[src/rtl/a2d_rr_sched.sv]
// a2d_rr_sched
//   Round-robin A2D conversion scheduler for the ADC128S load-cell/battery path.
//   Each accepted `nxt` runs one two-transaction SPI conversion on the next
//   channel (left load cell -> right load cell -> battery -> left ...).  The
//   first transaction only addresses the channel (the ADC returns the result
//   of the previously addressed channel, which is discarded).  The second
//   transaction, issued GAP_CYC clocks after the first completes, returns the
//   wanted sample.
//
// Handshake with the SPI master: `wrt` is a one-cycle start request.  The
// master answers with a one-cycle `done`, and `rd_data` is valid only in that
// cycle.  `done` is acted on only while a transaction is outstanding (CMD or
// READ).  `wrt` is never raised again until that `done` has been seen.
//
// Ports
//   clk       system clock
//   rst       asynchronous active-high reset
//   nxt       request to start the next conversion (ignored unless idle)
//   done      SPI master transaction complete pulse
//   rd_data   SPI master received word, low 12 bits carry the sample
//   wrt       start pulse to SPI master
//   cmd       SPI command word {2'b00, chnl[2:0], 11'h000}
//   lft_ld    latest left load-cell result
//   rght_ld   latest right load-cell result
//   batt      latest battery result
//   smpl_vld  one-cycle pulse in the cycle after a result register updates
//   chnl_idx  channel currently/next scheduled (0=lft, 1=rght, 2=batt)
//   busy      high from the accepted `nxt` until the result is stored
module a2d_rr_sched #(
  parameter logic [2:0]  LFT_CHNL  = 3'd0,
  parameter logic [2:0]  RGHT_CHNL = 3'd4,
  parameter logic [2:0]  BATT_CHNL = 3'd5,
  parameter int unsigned GAP_CYC   = 4
) (
  input  logic        clk,
  input  logic        rst,
  input  logic        nxt,
  input  logic        done,
  input  logic [15:0] rd_data,
  output logic        wrt,
  output logic [15:0] cmd,
  output logic [11:0] lft_ld,
  output logic [11:0] rght_ld,
  output logic [11:0] batt,
  output logic        smpl_vld,
  output logic [1:0]  chnl_idx,
  output logic        busy
);

  typedef enum logic [2:0] {
    IDLE  = 3'd0,
    CMD   = 3'd1,
    GAP   = 3'd2,
    READ  = 3'd3,
    STORE = 3'd4
  } state_t;

  localparam logic [3:0] GAP_LAST = 4'(GAP_CYC - 1);

  state_t     state;
  state_t     state_nxt;
  logic [3:0] gap_cnt;
  logic       wrt_first;   // registered start pulse of the addressing transaction
  logic       gap_last;    // last idle clock of the gap: start the read transaction
  logic [2:0] chnl_sel;
  logic       start;

  // The upper nibble of the received word carries no sample information.
  logic       unused_rd_hi;
  assign unused_rd_hi = ^rd_data[15:12];

  always_comb begin
    case (chnl_idx)
      2'd0:    chnl_sel = LFT_CHNL;
      2'd1:    chnl_sel = RGHT_CHNL;
      default: chnl_sel = BATT_CHNL;
    endcase
  end

  assign start = (state == IDLE) && nxt;

  // State register
  always_ff @(posedge clk or posedge rst) begin
    if (rst) state <= IDLE;
    else     state <= state_nxt;
  end

  // Next state and decoded outputs
  always_comb begin
    state_nxt = state;
    gap_last  = 1'b0;
    wrt       = 1'b0;
    busy      = 1'b0;
    smpl_vld  = 1'b0;
    case (state)
      IDLE: begin
        if (nxt) state_nxt = CMD;
      end
      CMD: begin
        busy = 1'b1;
        if (done) state_nxt = GAP;
      end
      GAP: begin
        busy = 1'b1;
        if (gap_cnt == GAP_LAST) begin
          gap_last  = 1'b1;
          state_nxt = READ;
        end
      end
      READ: begin
        busy = 1'b1;
        if (done) state_nxt = STORE;
      end
      STORE: begin
        smpl_vld  = 1'b1;
        state_nxt = IDLE;
      end
      default: state_nxt = IDLE;
    endcase
    // The first pulse comes from a flop so it lands in the first CMD cycle;
    // the second is decoded so it falls exactly GAP_CYC clocks after `done`.
    wrt = wrt_first | gap_last;
  end

  // Datapath: command, gap counter, results, channel pointer
  always_ff @(posedge clk or posedge rst) begin
    if (rst) begin
      wrt_first <= 1'b0;
      cmd       <= 16'h0000;
      gap_cnt   <= 4'd0;
      lft_ld    <= 12'h000;
      rght_ld   <= 12'h000;
      batt      <= 12'h000;
      chnl_idx  <= 2'd0;
    end else begin
      wrt_first <= start;
      if (start) cmd <= {2'b00, chnl_sel, 11'h000};

      if ((state == CMD) && done) gap_cnt <= 4'd0;
      else if (state == GAP)      gap_cnt <= gap_cnt + 4'd1;

      if ((state == READ) && done) begin
        case (chnl_idx)
          2'd0:    lft_ld  <= rd_data[11:0];
          2'd1:    rght_ld <= rd_data[11:0];
          default: batt    <= rd_data[11:0];
        endcase
      end

      if (state == STORE) chnl_idx <= (chnl_idx == 2'd2) ? 2'd0 : chnl_idx + 2'd1;
    end
  end

endmodule

[config.mk]
export PLATFORM = sky130hd
export DESIGN_NAME = a2d_rr_sched
export DESIGN_NICKNAME = d
export VERILOG_FILES = /design/src/rtl/a2d_rr_sched.sv
export SDC_FILE = /design/constraint.sdc
export NUM_CORES = 1
export LEC_CHECK = 0
export ABC_AREA = 1
export CAP_MARGIN = 15
export CORE_MARGIN = 2
export CORE_UTILIZATION = 35
export DETAILED_ROUTE_END_ITERATION = 16
export GPL_TIMING_DRIVEN = 0
export SLEW_MARGIN = 20
export SYNTH_ARGS = -nofsm -noshare
export SYNTH_HDL_FRONTEND = slang
export SYNTH_SLANG_ARGS = --single-unit
export TNS_END_PERCENT = 100
[constraint.sdc]
create_clock -name clk -period 2 [get_ports clk]
set_clock_uncertainty 0.15 [all_clocks]
set_input_delay 0.4 -clock clk [delete_from_list [all_inputs] [get_ports clk]]
set_output_delay 0.4 -clock clk [all_outputs]
set_load 0.005 [all_outputs]
After elaboration in Yosys (flattened, before gate mapping)

Index checks and enable logic that the tools add are counted.

$add $sub $neg: 2
Bitwise operators: 2
Multiplexer cells: 13
Equality and inequality tests: 11
Reductions and logical operators: 12

Operator list:

| cell                | number |
|---|---|
| $mux 3              | 4 |
| $pmux 3 s4          | 1 |
| $mux 4              | 2 |
| $ne 2x2->1 const B  | 4 |
| $eq 3x2->1 const B  | 2 |
| $pmux 3 s2          | 1 |
| $reduce_and 2->1    | 3 |
| $add 4x1->4 const B | 1 |
| $eq 4x2->1 const B  | 1 |
| $mux 1              | 4 |
| $reduce_and 4->1    | 1 |
| $eq 3x1->1 const B  | 1 |
| $eq 3x3->1 const B  | 1 |
| $logic_and 1x1->1   | 3 |
| $logic_not 3->1     | 1 |
| $reduce_or 3->1     | 1 |
| $add 2x1->2 const B | 1 |
| $eq 2x1->1 const B  | 1 |
| $eq 2x2->1 const B  | 1 |
| $logic_not 2->1     | 1 |
| $mux 2              | 1 |
| $reduce_bool 2->1   | 1 |
| $reduce_or 2->1     | 1 |
| $not 1->1           | 1 |
| $or 1x1->1          | 1 |

Flip-flop bits (word level): 49
Input bits: 20
Word-level logic and storage cells: 48

Depth between registers and ports, before layout

Gate-level depths: netlist of the first run.

Depth in word-level cells: 4
Gate-level depth with buffers: 7

Worst setup path after synthesis of the first run

OpenSTA, ideal clock, no wires.

Kind: reg-to-output
From: reg state[0]
To: out busy
Path slack: 0.543 ns
Data arrival time: 0.907 ns
Path buffers: 0
Stages on the path, launching flop included: 6
Cell sequence: dfrtp_1 > nor2_1 > nand2_1 > nand2_1 > inv_1 > nand2_1

Longest elaborated chain between the ends: 3
Elaborated cells on any way between the ends: 5

Ends and longest elaborated chain:

| item                                            | line | RTL |
|---|---|---|
| from (decl)                                     | 60   | `state_t state;` |
| from (signal assigned)                          | 85   | `else state <= state_nxt;` |
| $eq 3x1->1 / $eq 3x2->1 (equally long branches) | 95   | `case (state)` |
| $reduce_or 3->1 (no source line) *              | n/a  |  |
| $mux 1 *                                        | 95   |  |
| to (decl)                                       | 47   | `output logic busy` |

Mark *: on every way between the ends. The rest lies on a longest branch, timed or not.

Worst setup path after layout of the first run

From: reg state[2]
To: out busy

The elaborated chain is that of the path after synthesis.

==> results.toml, run 1 <==
[route]
ant_nets = 0
avgRoutedWirePerCell_um = 12.9
drc = 0
via_count = 1869
avgViaCountPerCell = 4.48
drt-pass1-iter-count = 4
drt_iter0_drc = 135
drt_wl_total_um = 5400

[power_and_ir_drop]
p_leak_nw = 1.61
power.density_cell_area_mw_per_mm2 = 1430
irDropWorstVdd_mv = 0.668

[setup_path]
r2r-end = "rght_ld[9]"
cp-end-kind = "output port"
cpMostUsedCell = "nand2_1"
crit_slowest_cell = "dfrtp_1"
path_class = "reg2out"
setup.worst_path.start = "state[2]"
reg2reg_depth = 7
critPathMaxFanout = 6
crit_chain = "buf_4, nor2_4, nand2_4, nand2_1, inv_1, nand2_1, clkbuf_2"
critPathMaxStageDelay_ns = 0.39
cp.required_ns = 1.45
rrSetupSlack_ns = 0.47
critPathTopFamily = "flip-flops"
worst_r2r_startpoint = "state[0]"
start_kind = "register"
path_buf_inv = 3
cp_data_arrival_time_ns = 1.33

[cts]
path_clk_slew_ns = 0.09
cts_buffers = 5
cts_sinks = 48
clockBufferDepth = 2
h-tree-depth = 2
root_buffer = "clkbuf_8"
tritoncts = "yes"
clk_latency_ns = 0.30

[synthesis]
yosys_most_used_dff = "dfrtp_1"
netlist_area_sq_mm = 0.00217
ys_warn_count = 0
synth_cell_types = 20
yosysSeqAreaShare = 0.555
synth_seq_cells = 48
syn_inst = 253
synth-edff-count = 0
syn_area_per_cell_sq_um = 8.56
async_reset_ff_frac = 1.00

[die]
io_pins = 77
core_area_sq_mm = 0.00596
design.die.area_sq_mm = 0.00683
die_x_um = 82.7
die_h_um = 82.7
start_util = 0.364
fp-row-count = 28

[global_route]
overflow = 0
grt_pass1_wl_um = 8630
antenna_found_initial = 0
grt_usage = 0.170
grt_max_degree = 30
grt_pass1_vias = 1662

[timing]
relSlewSlack = 0.540
worst_pin_slew_ns = 0.689
holdWs_ns = 0.328
setup_tns_ns = 0
fmax_mhz = 533
rsz0062_at_grt = "no"
setup_viol = 0
report.final.slew_viol_count = 0
fin_crit_sh = 0.938
hold_viol = 0
post-route-min-period_ns = 1.88

[placed_design]
routabilityCongestion = 0.761
portBuffers = 58
placed_cells = 400
dp_hpwl_um = 3900

[final_layout]
regArea_sq_mm = 0.00120
fillCellCount = 584
fin_util = 0.523
n_antenna_cell = 0
fin_nets = 362
multiInputGateArea_sq_um = 813
final_cell_count_no_fill = 417
mostFrequentLayoutCells = "nand2_1 (95), clkdlybuf4s50_1 (55), dfrtp_1 (46)"
drive_gt1_frac = 0.164
final_common_cell = "nand2_1"
syn2layout_area_growth_pct = 43.8

[hold_path]
hold_path.class = "reg2reg"
min_to = "rght_ld[8]"
hold_depth = 2
min_from = "rght_ld[8]"

[job]
cap_violations = 0

[status]
outcome = "completed"
-- logic make-up after synthesis --
family	Yosys count	synth area share
and+or+nand+nor	159	0.312
DFF	48	0.555
buffers and inverters	36	0.105
AOI/OAI and AO/OA	7	0.0173
xor gates and xnor gates	1	0.00404
adders and majority gates	1	0.00578
other	1	0.00173
-- Yosys cell counts (2+ instances only) --
master | n | area, sq um
o21ai_0 | 5 | 25.0
nand2_1 | 96 | 360
buf_6 | 4 | 45.0
nor2_1 | 13 | 48.8
inv_1 | 11 | 41.3
buf_2 | 6 | 30.0
nand3_1 | 44 | 220
dfrtp_1 | 48 | 1200
nor2_2 | 2 | 12.5
buf_4 | 14 | 105
-- power breakdown --
part           internal [mW]  leakage, nW  switching, mW
clock network          0.370       0.0541          0.339
logic                   1.11        0.944          0.963
registers               1.40        0.617          0.270
total                   2.88         1.61           1.57
-- registers in the layout, summed over array words and instances, names as in the netlist --
signal and flops:
batt 12, chnl_idx 2, cmd 2, gap_cnt 4, lft_ld 12, rght_ld 12
state 3, wrt_first 1
-- stage by stage --
stage          power, mW  cell area [sq um]  setup WS, ns
2_1_floorplan       2.56               2210         0.306
3_3_place_gp        3.57               2890        -0.692
3_5_place_dp        3.62               2920        -0.103
4_1_cts             4.45               3110        0.0150
5_1_grt             4.81               3120        0.0502
6_report            4.45               3120         0.123
-- per-layer routing --
layer	wire, um	track usage
met4	41	0.0443
met3	252	0.0370
met2	2610	0.265
met5	0	0
met1	2490	0.242
-- final cells by class --
type | count | area share
plain buffers | 25 | 0.0594
clock buffers | 5 | 0.0221
clock inverters | 3 | 0.0137
inverters | 11 | 0.0141
multi-input cells | 182 | 0.261
flip-flops and latches | 48 | 0.386
well taps | 75 | 0.0301
repair buffers | 68 | 0.213
-- worst max path at each step --
stage | endpoint | slack [ns] | cells after the start
4_1_cts | busy | 0.02 | 7
3_5_place_dp | busy | -0.10 | 6
3_3_place_gp | chnl_idx[0] | -0.69 | 2
6_report | busy | 0.12 | 7
2_1_floorplan | batt[0] | 0.31 | 1
5_1_grt | busy | 0.05 | 7
-- worst min-delay path: stages (launching register included) --
cell	delay [ns]
dfrtp_1	0.35
nand2_1	0.05
nand2_1	0.04
-- repair_timing --
action	4_1_cts	5_1_grt
endpoints found under the setup margin	3	2
gates resized for setup	13	4
buffers inserted	7	2
hold buffers	0	0
pin swaps	2	1
No activity file was read; power rests on OpenSTA's default activity.
==> inputs of run 2 (changes only) <==
Settings changed: CORE_MARGIN 2 to 5.
==> results.toml, run 2 (same netlist as run 1, synthesis figures left out) <==
[final_layout]
fin_nets = 358
final_common_cell = "nand2_1"
syn2layout_area_growth_pct = 42.2
fin_util = 0.517
mostFrequentLayoutCells = "nand2_1 (95), clkdlybuf4s50_1 (55), dfrtp_1 (46)"
final_cell_count_no_fill = 413
finalInstanceArea_sq_mm = 0.00308
n_antenna_cell = 0
top_regs = "batt x12, lft_ld x12, rght_ld x12"
drive_gt1_frac = 0.154

[global_route]
grt_pass1_wl_um = 8950
grt_pass1_vias = 1860
antenna_found_initial = 0
overflow = 0
grt_usage = 0.147
grt_max_degree = 33

[setup_path]
rrSetupSlack_ns = 0.43
start_kind = "register"
critPathMaxFanout = 6
crit_slowest_cell = "dfrtp_1"
cpMostUsedCell = "nand2_1"
cp_data_arrival_time_ns = 1.32
critPathTopFamily = "flip-flops"
cp-end-kind = "output port"
path_class = "reg2out"
critPathMaxStageDelay_ns = 0.39
crit_chain = "buf_4, nor2_4, nand2_4, nand2_1, inv_1, nand2_1, clkbuf_2"
cp.required_ns = 1.45
path_buf_inv = 3

[timing]
post-route-min-period_ns = 1.87
hold_viol = 0
report.final.slew_viol_count = 0
rsz0062_at_grt = "no"
setup_tns_ns = 0
setup_slack_ns = 0.127
holdWs_ns = 0.253
setup_viol = 0
fmax_mhz = 534
fin_crit_sh = 0.936

[power_and_ir_drop]
p_total_mw = 4.41
clkPwrFrac = 0.164
power.density_cell_area_mw_per_mm2 = 1430
pwr-share-seq = 0.382
intPower_mw = 2.85
comb_power_share = 0.455
p_sw_mw = 1.57
switching_share = 0.355
p_leak_nw = 1.59
irDropWorstVdd_mv = 0.631

[placed_design]
dp_hpwl_um = 4120
placed_cells = 400
dpl_cell_area_sq_mm = 0.00291
routabilityCongestion = 0.744
portBuffers = 58
place_ws_ns = -0.0969

[die]
start_util = 0.364
fp-row-count = 28
core_area_sq_mm = 0.00596
die_h_um = 88.7
die_x_um = 88.7
design.die.area_sq_mm = 0.00786
io_pins = 77

[cts]
clockBufferDepth = 2
postCtsHoldBufs = 0
root_buffer = "clkbuf_8"
tritoncts = "yes"
cts_sinks = 48
path_clk_slew_ns = 0.09
cts_buffers = 5
clk_latency_ns = 0.30
h-tree-depth = 2

[route]
avgViaCountPerCell = 4.44
drc = 0
via_count = 1834
drt-pass1-iter-count = 4
avgRoutedWirePerCell_um = 13.3
ant_nets = 0
dr_wl_met2_um = 2710
top_layer = "met4"
wl_met3_um = 283
drt_wl_total_um = 5510
wl_met1_um = 2460
drt_iter0_drc = 75

[hold_path]
hold_path.class = "in2async"

[job]
cap_violations = 0

[status]
outcome = "completed"
==> run 2: worst paths after layout <==
| check | from | endpoint | cells past startpoint |
|---|---|---|---|
| max | state[2] | busy | 7 |
| min | rst | rght_ld[9] | 2 |
| max reg2reg | state[2] | rght_ld[10] | 7 |
| min reg2reg | batt[0] | batt[0] | 2 |
| max in group asynchronous | rst | lft_ld[9] | 3 |
| min in group clk | batt[0] | batt[0] | 2 |
==> run 2: area by class of cell <==
type                            instances  area, sq um
Multi-Input combinational cell        182          813
Buffer                                 25          185
Clock buffer                            5         68.8
Inverter                               11         41.3
Timing Repair Buffer                   64          627
Sequential cell                        48         1200
Clock inverter                          3         47.5
Tap cell                               75         93.8
Fill cell                             604         2880
==> run 2: power by group through the flow <==
| stage | clock network [mW] | logic, mW | registers [mW] |
|---|---|---|---|
| after floorplan | 0 | 0.884 | 1.68 |
| after global placement | 0 | 1.91 | 1.68 |
| after detailed placement | 0 | 1.94 | 1.69 |
| after CTS | 0.742 | 2.03 | 1.69 |
| after global routing | 0.775 | 2.26 | 1.75 |
| final | 0.723 | 2.01 | 1.68 |
==> run 2: what timing repair did <==
item	CTS	global route
setup buffers	4	1
pin swaps	2	1
setup endpoints to repair	3	2
endpoints found under the hold margin	0	0
gates resized for setup	12	4
==> run 2: worst register-to-register path: stages (launching register included) <==
cell and delay (ns):
dfrtp_1 0.39, inv_1 0.16, nand3_2 0.16, nor2_4 0.17, nand2_1 0.10, buf_2 0.20, nand2_1 0.09, nand2_1 0.04
==> run 2: per-layer routing <==
layer	vias to the layer above	track usage
li1	945	-
met1	841	0.198
met2	43	0.244
met3	5	0.0298
met4	0	0.0330
met5	-	0
==> inputs of run 3 (changes only) <==
Settings changed: CTS_CLUSTER_SIZE set to 25.
==> results of run 3 <==
The final DEF is identical to that of run 2; final timing and power are the same.
